--- src/rtl/water_valve_actuator.sv ---
// rtl/water_valve_actuator.sv - fail-safe water valve motor sequencer with code stability filter
// Optional: define WATER_VALVE_TIMEOUT_FAULT_EN to treat stroke timeout as a fault instead of trusted travel.
module water_valve_actuator #(
  parameter int STABLE_CYCLES = 4,
  parameter int TRAVEL_CYCLES = 1000
) (
  input  logic       clk,
  input  logic       rst_n,
  input  logic [3:0] valve_code,
  input  logic       limit_open,
  input  logic       limit_closed,
  output logic       motor_open,
  output logic       motor_close,
  output logic       valve_is_open,
  output logic       valve_is_closed,
  output logic       fault
);

  typedef enum logic [2:0] {
    S_INIT,
    S_CLOSING,
    S_CLOSED,
    S_OPENING,
    S_OPEN,
    S_DEAD,
    S_FAULT
  } state_t;

  localparam logic [7:0]  STABLE_LAST = 8'(STABLE_CYCLES - 1);
  localparam logic [15:0] TRAVEL_MAX  = 16'(TRAVEL_CYCLES);
  localparam logic [15:0] TRAVEL_LAST = 16'(TRAVEL_CYCLES - 1);

`ifdef WATER_VALVE_TIMEOUT_FAULT_EN
  localparam state_t OPEN_TIMEOUT  = S_FAULT;
  localparam state_t CLOSE_TIMEOUT = S_FAULT;
`else
  localparam state_t OPEN_TIMEOUT  = S_OPEN;
  localparam state_t CLOSE_TIMEOUT = S_CLOSED;
`endif

  state_t      state_q, state_d;
  logic        acc_open_q, acc_open_d;
  logic [7:0]  stab_cnt_q, stab_cnt_d;
  logic [15:0] trav_q, trav_d;
  logic        motor_open_q, motor_open_d;
  logic        motor_close_q, motor_close_d;
  logic        is_open_q, is_open_d;
  logic        is_closed_q, is_closed_d;
  logic        fault_q, fault_d;

  logic req_open;
  logic timeout;
  logic both_limits;
  logic in_stroke;

  always_comb begin
    req_open    = (valve_code == 4'b1110);
    timeout     = (trav_q == TRAVEL_LAST);
    both_limits = limit_open & limit_closed;
    in_stroke   = (state_q == S_OPENING) || (state_q == S_CLOSING);

    // Accepted request only moves after a full run of disagreeing samples.
    acc_open_d = acc_open_q;
    stab_cnt_d = 8'd0;
    if (req_open != acc_open_q) begin
      if (stab_cnt_q >= STABLE_LAST) begin
        acc_open_d = req_open;
      end else begin
        stab_cnt_d = stab_cnt_q + 8'd1;
      end
    end

    state_d = state_q;
    if (state_q != S_INIT && both_limits) begin
      state_d = S_FAULT;
    end else begin
      case (state_q)
        S_INIT:    state_d = S_CLOSING;
        S_CLOSING: begin
          if (limit_closed)    state_d = S_CLOSED;
          else if (acc_open_q) state_d = S_DEAD;
          else if (timeout)    state_d = CLOSE_TIMEOUT;
        end
        S_OPENING: begin
          if (limit_open)       state_d = S_OPEN;
          else if (!acc_open_q) state_d = S_DEAD;
          else if (timeout)     state_d = OPEN_TIMEOUT;
        end
        S_CLOSED: begin
          if (!limit_closed)   state_d = S_CLOSING;
          else if (acc_open_q) state_d = S_OPENING;
        end
        S_OPEN: begin
          if (!limit_open || !acc_open_q) state_d = S_CLOSING;
        end
        S_DEAD:  state_d = acc_open_q ? S_OPENING : S_CLOSING;
        S_FAULT: state_d = S_FAULT;
        default: state_d = S_INIT;
      endcase
    end

    trav_d = 16'd0;
    if ((state_d == S_OPENING || state_d == S_CLOSING) && state_d != state_q) begin
      trav_d = 16'd0;
    end else if (in_stroke) begin
      trav_d = (trav_q >= TRAVEL_MAX) ? TRAVEL_MAX : trav_q + 16'd1;
    end

    // Outputs are registered copies of the next state's decode.
    motor_open_d  = (state_d == S_OPENING);
    motor_close_d = (state_d == S_CLOSING);
    is_open_d     = (state_d == S_OPEN);
    is_closed_d   = (state_d == S_CLOSED);
    fault_d       = (state_d == S_FAULT);
  end

  always_ff @(posedge clk or negedge rst_n) begin
    if (!rst_n) begin
      state_q       <= S_INIT;
      acc_open_q    <= 1'b0;
      stab_cnt_q    <= 8'd0;
      trav_q        <= 16'd0;
      motor_open_q  <= 1'b0;
      motor_close_q <= 1'b0;
      is_open_q     <= 1'b0;
      is_closed_q   <= 1'b0;
      fault_q       <= 1'b0;
    end else begin
      state_q       <= state_d;
      acc_open_q    <= acc_open_d;
      stab_cnt_q    <= stab_cnt_d;
      trav_q        <= trav_d;
      motor_open_q  <= motor_open_d;
      motor_close_q <= motor_close_d;
      is_open_q     <= is_open_d;
      is_closed_q   <= is_closed_d;
      fault_q       <= fault_d;
    end
  end

  assign motor_open      = motor_open_q;
  assign motor_close     = motor_close_q;
  assign valve_is_open   = is_open_q;
  assign valve_is_closed = is_closed_q;
  assign fault           = fault_q;

endmodule

--- config.mk ---
export PLATFORM = sky130hd
export DESIGN_NAME = water_valve_actuator
export DESIGN_NICKNAME = d
export VERILOG_FILES = /design/src/rtl/water_valve_actuator.sv
export SDC_FILE = /design/constraint.sdc
export NUM_CORES = 1
export LEC_CHECK = 0
export BUFFER_PORTS_ARGS = -buffer_cell sky130_fd_sc_hd__buf_4
export CAP_MARGIN = 10
export CORE_ASPECT_RATIO = 1.1
export CORE_MARGIN = 1
export CORE_UTILIZATION = 38
export CTS_BUF_LIST = sky130_fd_sc_hd__clkbuf_4
export DETAILED_ROUTE_END_ITERATION = 6
export PLACE_DENSITY = 0.65
export SLEW_MARGIN = 20
export SYNTH_ARGS = -nofsm -noshare
export SYNTH_HDL_FRONTEND = slang
export SYNTH_SLANG_ARGS = --single-unit
--- constraint.sdc ---
create_clock -name clk -period 4.3 [get_ports clk]
set_input_delay 1.29 -clock clk [delete_from_list [all_inputs] [get_ports clk]]
set_output_delay 1.29 -clock clk [all_outputs]
set_load 0.05 [all_outputs]
==> results of run 1 <==
-- state kept, by name, indices dropped and copies added, names as in the netlist --
name / cells
trav_q: 16
motor_open: 1
acc_open_q: 1
motor_close: 1
stab_cnt_q: 8
fault: 1
valve_is_closed: 1
state_q: 3
valve_is_open: 1
-- through the flow --
step                      instance area, µm²  hold WS (ns)    util
after global routing                    1733        0.4855  0.4704
after CTS                               1733        0.4566  0.4704
after detailed placement                1654        0.4431  0.4490
final                                   1733        0.4510  0.4704
after floorplan                         1528        0.4172       -
after global placement                  1654        0.4306  0.4490
-- routing by layer --
metal,routed length [µm],global-route usage
met5,0,0
met3,79,0.05747
met2,1268,0.2151
met4,58,0.06944
met1,1171,0.1980
-- final cells by class --
| class | count | area, µm² |
|---|---|---|
| clock buffers | 6 | 45.04 |
| clock inverters | 2 | 33.78 |
| fillers | 386 | 1951 |
| inverters | 7 | 26.28 |
| multi-input cells | 99 | 649.4 |
| flip-flops and latches | 33 | 825.8 |
| well taps | 50 | 62.56 |
| repair buffers | 12 | 90.09 |
-- final timing paths --
path / from / endpoint / slack (ns) / cells past startpoint
min in group asynchronous: rst_n / trav_q[4] / 0.88 / 1
worst max-delay path: motor_open / motor_open / 2.11 / 1
worst min register to register: stab_cnt_q[0] / stab_cnt_q[0] / 0.45 / 1
max in group asynchronous: rst_n / trav_q[14] / 3.11 / 1
worst min-delay path: stab_cnt_q[0] / stab_cnt_q[0] / 0.45 / 1
worst max register to register: trav_q[0] / valve_is_open / 2.18 / 6
-- kinds of logic after synthesis --
group / count (synthesis)
multiplexers: 3
buffers and inverters: 12
other: 1
flip-flops: 33
AND/OR/NAND/NOR: 50
adder cells (fa/ha/maj): 3
AO/OA/AOI/OAI: 22
XOR/XNOR: 9
-- Yosys cell counts (4+ instances only) --
master   count  share of area
inv_1        6          0.015
dfrtp_1     33           0.56
o21ai_0      4          0.013
xnor2_1      5          0.029
a21oi_1      6          0.020
nor2_1       8          0.020
nand3_1      6          0.020
nor4_1       4          0.017
xor2_1       4          0.024
nand2_1      9          0.023
-- power by group --
part | total (mW) | leakage (nW) | switching [mW] | internal, mW
clock | 0.227 | 0.0433 | 0.100 | 0.127
sequential | 0.450 | 0.417 | 0.0766 | 0.374
combinational | 0.339 | 0.325 | 0.201 | 0.138
==> metrics, run 1 <==
Remaining Overflow, GRT=0; Ant. Diodes=0; Die Footprint=0.004166 mm²; Max VDD drop=224.5 µV; final setup TNS=0 ns; synth unique cells=41; share of the yosys chip area belonging to registers=0.5556; CP required=3.01 ns; Initial DRC Count=41; Hold/Removal Path Class=reg2reg; most frequent cells in the layout=dfrtp_1 (33), buf_4 (12), conb_1 (12); PortBufs=12; clock sinks=33; crit-path max FO=1; pin count of the biggest net entering global routing=34; Final Skew=0.01859 ns; CTS H-Tree Depth=2; Area Growth Syn to Fin=16.58%; initial antenna violation count=0; post-DR wirelength/cell=12.33 µm; first-pass GRT wire length=4.416 mm; all-layer global routing usage=0.1500; Chip Height=67.60 µm; Worst path max stage delay=0.38 ns; XOR/XNOR share of the synthesized area=0.05303; Seq cells post-synth=33; mux share of post-synthesis cell area=0.02357; Highest Clock Rate=456.3 MHz; Ys Warns=0; Power Density=586.9 mW/mm²; Rows=23; cts bufs inserted=5; Final nets=169; CTS tree=yes; # resized after CTS=0; final-report hold violation count=0; Post-Syn Instances=133; status=complete, no violations; Final WS setup=2.109 ns; Adder-Cell Fraction of Synth Area=0.02525; Syn Std Cell Area=0.001486 mm²; overall power=1.017 mW; drt total wl=2.578 mm; nature of the critical path endpoint=output port; Root Buffer Master=clkbuf_4; vias in the first global route=951; post-DP HPWL=1.796 mm; worst-path cell chain=buf_4; RSZ-0062 raised after global routing=false; number of synthesized flops with an enable pin=0; I/O pins=13; post-placement worst setup slack=1.851 ns; most common cell after layout, fill and taps aside=dfrtp_1; type of the worst setup path=reg2out; total DRC errors in the routed layout=0; crit path DAT=0.90 ns; clock slew at reported path FFs=0.11 ns; router iterations before antenna repair=4; DRT antenna net count=0; Mean Syn Cell Area=11.18 µm²; DR vias=1035; Pins Over Slew Limit=0; Critical Path Source Type=flop; Synth Area in Compound Gates=0.1103; buffer depth of the longest clock path=2; Routability Congestion=0.8679; CTS Hold Bufs=0; Initial Util=0.4035; max_cap viols=0; Leak=0.7847 nW; Final Non-Filler Cells=209; Crit path max-delay family=flip-flops; largest family of logic cells by synthesized area=simple AND/OR/NAND/NOR gates; layout cells sized above 1=0.1635; Async SR Flop Fraction=1.000; Std-Cell Core Area=0.003684 mm²; Worst Path Buf+Inv=1; final period utilization=0.5096; Synth Flop Type=dfrtp_1; Post-Synth Simple-Gate Area=0.1944; clk_lat worst skew=0.33 ns; Worst path slowest cell=dfrtp_1; Period minus WS final=2.191 ns; # setup viols final=0; Post-CTS Setup Bufs=0; Die Span X=61.63 µm; placed cell count=201; DR vias/cell=4.952
Power figures use the tool's default switching activity.
==> inputs of run 2 (changes only) <==
--- a/config.mk
+++ b/config.mk
@@ -12,7 +12,7 @@
 export CORE_UTILIZATION = 38
 export CTS_BUF_LIST = sky130_fd_sc_hd__clkbuf_4
 export DETAILED_ROUTE_END_ITERATION = 6
-export PLACE_DENSITY = 0.65
+export PLACE_DENSITY = 0.67
 export SLEW_MARGIN = 20
 export SYNTH_ARGS = -nofsm -noshare
 export SYNTH_HDL_FRONTEND = slang
==> constraint.sdc (replaced) <==
create_clock -name clk -period 1.8 [get_ports clk]
set_input_delay 0.54 -clock clk [delete_from_list [all_inputs] [get_ports clk]]
set_output_delay 0.54 -clock clk [all_outputs]
set_load 0.05 [all_outputs]
==> run 2 against run 1 <==
  * The run now ends with negative setup slack left
  * Worst hold slack worse by 0.32 ns
  * Via count is 4.4% higher
  * Sequential share of layout area is 4.1 points lower
  * Routed wire length is 3.1% higher
  * Core utilization is 4.4 points higher
  * Clock power is 59% higher
  * Combinational power grew to 3.3 times the previous value
  * Worst setup slack worse by 2.2 ns
==> metrics, run 2 (synthesis results as in run 1) <==
status=finished, violations left (was complete, no violations); violated checks=negative setup slack; post-DR wirelength/cell=11.71 µm (was 12.33 µm); CP required=2.00 ns (was 3.01 ns); RSZ-0062 raised after global routing=true (was false); final-report hold violation count=0 (unchanged); DR vias=1081 (was 1035); total DRC errors in the routed layout=0 (unchanged); Pint=1.551 mW (was 0.6391 mW); Worst Path Buf+Inv=1 (unchanged); CTS H-Tree Depth=2 (unchanged); pin count of the biggest net entering global routing=34 (unchanged); register area=825.8 µm² (unchanged); Worst path max stage delay=0.37 ns (was 0.38 ns); switch share=0.3837 (was 0.3716); Die Span X=61.63 µm (unchanged); Power Density=1328 mW/mm² (was 586.9 mW/mm²); CP Depth=7 (was 1); router iterations before antenna repair=4 (unchanged); clock slew at reported path FFs=0.09 ns (was 0.11 ns); Largest register FFs=16 (unchanged); Final WS setup=-0.07511 ns (was 2.109 ns); Final nets=187 (was 169); R2R cell count=7 (was 6); Rows=23 (unchanged); sequential power share=0.408 (was 0.443); Max VDD drop=703.6 µV (was 224.5 µV); Worst-Margin Slew=0.5221 ns; Worst path slowest cell=dfrtp_1 (unchanged); layout cells sized above 1=0.2768 (was 0.1635); most frequent cells in the layout=dfrtp_1 (33), buf_4 (29), conb_1 (12) (was dfrtp_1 (33), buf_4 (12), conb_1 (12)); Chip Height=67.60 µm (unchanged); max_cap viols=0 (unchanged); placed cell count=216 (was 201); buffer depth of the longest clock path=2 (unchanged); P_sw=0.9655 mW (was 0.3780 mW); cts bufs inserted=5 (unchanged); all-layer global routing usage=0.1550 (was 0.1500); FF-to-FF Start=trav_q[1] (was trav_q[0]); Final Non-Filler Cells=227 (was 209); Critical Path Source=trav_q[1] (was motor_open); fillcell total=348 (was 386); Routability Congestion=0.8122 (was 0.8679); most common cell after layout, fill and taps aside=dfrtp_1 (unchanged); # setup viols final=4 (was 0); drt total wl=2.659 mm (was 2.578 mm); Initial DRC Count=26 (was 41); Period minus WS final=1.875 ns; area of the multi-input gates=699.4 µm² (was 649.4 µm²); vias in the first global route=1074 (was 951); Gate power share=0.449 (was 0.333); crit-path max FO=6 (was 1); crit path DAT=2.08 ns (was 0.90 ns); I/O pins=13 (unchanged); nature of the critical path endpoint=flop (was output port); type of the worst setup path=reg2reg (was reg2out); Top reg by flops=trav_q (unchanged); Remaining Overflow, GRT=0 (unchanged); Pins Over Slew Limit=0 (unchanged); first-pass GRT wire length=4.588 mm (was 4.416 mm); Root Buffer Master=clkbuf_4 (unchanged); overall power=2.517 mW (was 1.017 mW); PortBufs=12 (unchanged); Final Skew=0.008192 ns (was 0.01859 ns); DR vias/cell=4.762 (was 4.952); Std-Cell Core Area=0.003684 mm² (unchanged); normalized max-slew margin=0.6512; CTS tree=yes (unchanged); Clock power frac=0.143 (was 0.224); initial antenna violation count=0 (unchanged); clock sinks=33 (unchanged); Ant. Diodes=0 (unchanged); final period utilization=1.042; hold slack=0.1278 ns (was 0.4510 ns); Area Growth Syn to Fin=27.53% (was 16.58%); clk_lat worst skew=0.32 ns (was 0.33 ns); post-DP HPWL=1.982 mm (was 1.796 mm); Crit path max-delay family=simple AND/OR/NAND/NOR gates (was flip-flops); post-layout util=0.5146 (was 0.4704); worst-path cell chain=ha_2, nor4bb_4, and4_4, mux2_4, a211oi_4, buf_4, a211oi_2 (was buf_4); Leak=0.8688 nW (was 0.7847 nW); DRT antenna net count=0 (unchanged); Hold/Removal Path Class=in2async (was reg2reg); Initial Util=0.4035 (unchanged); Critical Path Source Type=flop (unchanged); Die Footprint=0.004166 mm² (unchanged); Highest Clock Rate=533.3 MHz; Top Registers=trav_q (16), stab_cnt_q (8), state_q (3) (unchanged)
==> run 2: power by group through the flow <==
stage	clock, mW	combinational, mW	sequential, mW
global route	0.415	1.23	1.05
finish	0.361	1.13	1.03
global placement	0	0.984	1.02
floorplan	0	0.558	1.15
CTS	0.381	1.04	1.02
detailed placement	0	1.02	1.03
==> run 2: metal layers <==
layer | global-route usage | share of wire | vias to the layer above
li1 | - | - | 539
met1 | 0.1744 | 0.43 | 523
met2 | 0.2661 | 0.52 | 14
met3 | 0.04598 | 0.024 | 5
met4 | 0.06944 | 0.021 | 0
met5 | 0 | 0 | -
==> run 2: timing repair <==
action / in CTS / in global routing
resized for setup: 3 / 6
endpoints found under the setup margin: 6 / 8
pin swaps: 3 / 4
buffers inserted: 1 / 2
hold buffers: 0 / 0
==> run 2: cell type report <==
type | count | share of cell area
repair buffers | 30 | 0.1208
inverters | 7 | 0.01518
flip-flops and latches | 33 | 0.4356
clock buffers | 5 | 0.01980
multi-input cells | 99 | 0.3690
well taps | 50 | 0.03300
clock inverters | 3 | 0.006601
==> run 2: path summary, 6_finish.rpt <==
path,slack (ns),endpoint
min reg2reg,0.46,stab_cnt_q[0]
max reg2reg,-0.08,valve_is_closed
max,-0.08,valve_is_closed
max in group asynchronous,1.38,trav_q[10]
min in group clk,0.46,stab_cnt_q[0]
min,0.13,valve_is_closed
==> run 2: worst reg2reg max path, cell delays in order (launching register included) <==
cell and delay, ns:
dfrtp_1 0.37, ha_2 0.20, nor4bb_4 0.18, and4_4 0.25, mux2_4 0.31, a211oi_4 0.25, buf_4 0.17, a211oi_2 0.03
==> run 2: through the flow <==
step / setup WS (ns) / cell area (µm²) / TNS [ns]
after floorplan: -0.06203 / 1530 / -0.1075
final: -0.07511 / 1896 / -0.1761
after global routing: -0.1863 / 1896 / -0.7686
after CTS: -0.06747 / 1844 / -0.2159
after global placement: -0.08284 / 1769 / -0.2344
after detailed placement: -0.1221 / 1769 / -0.4342
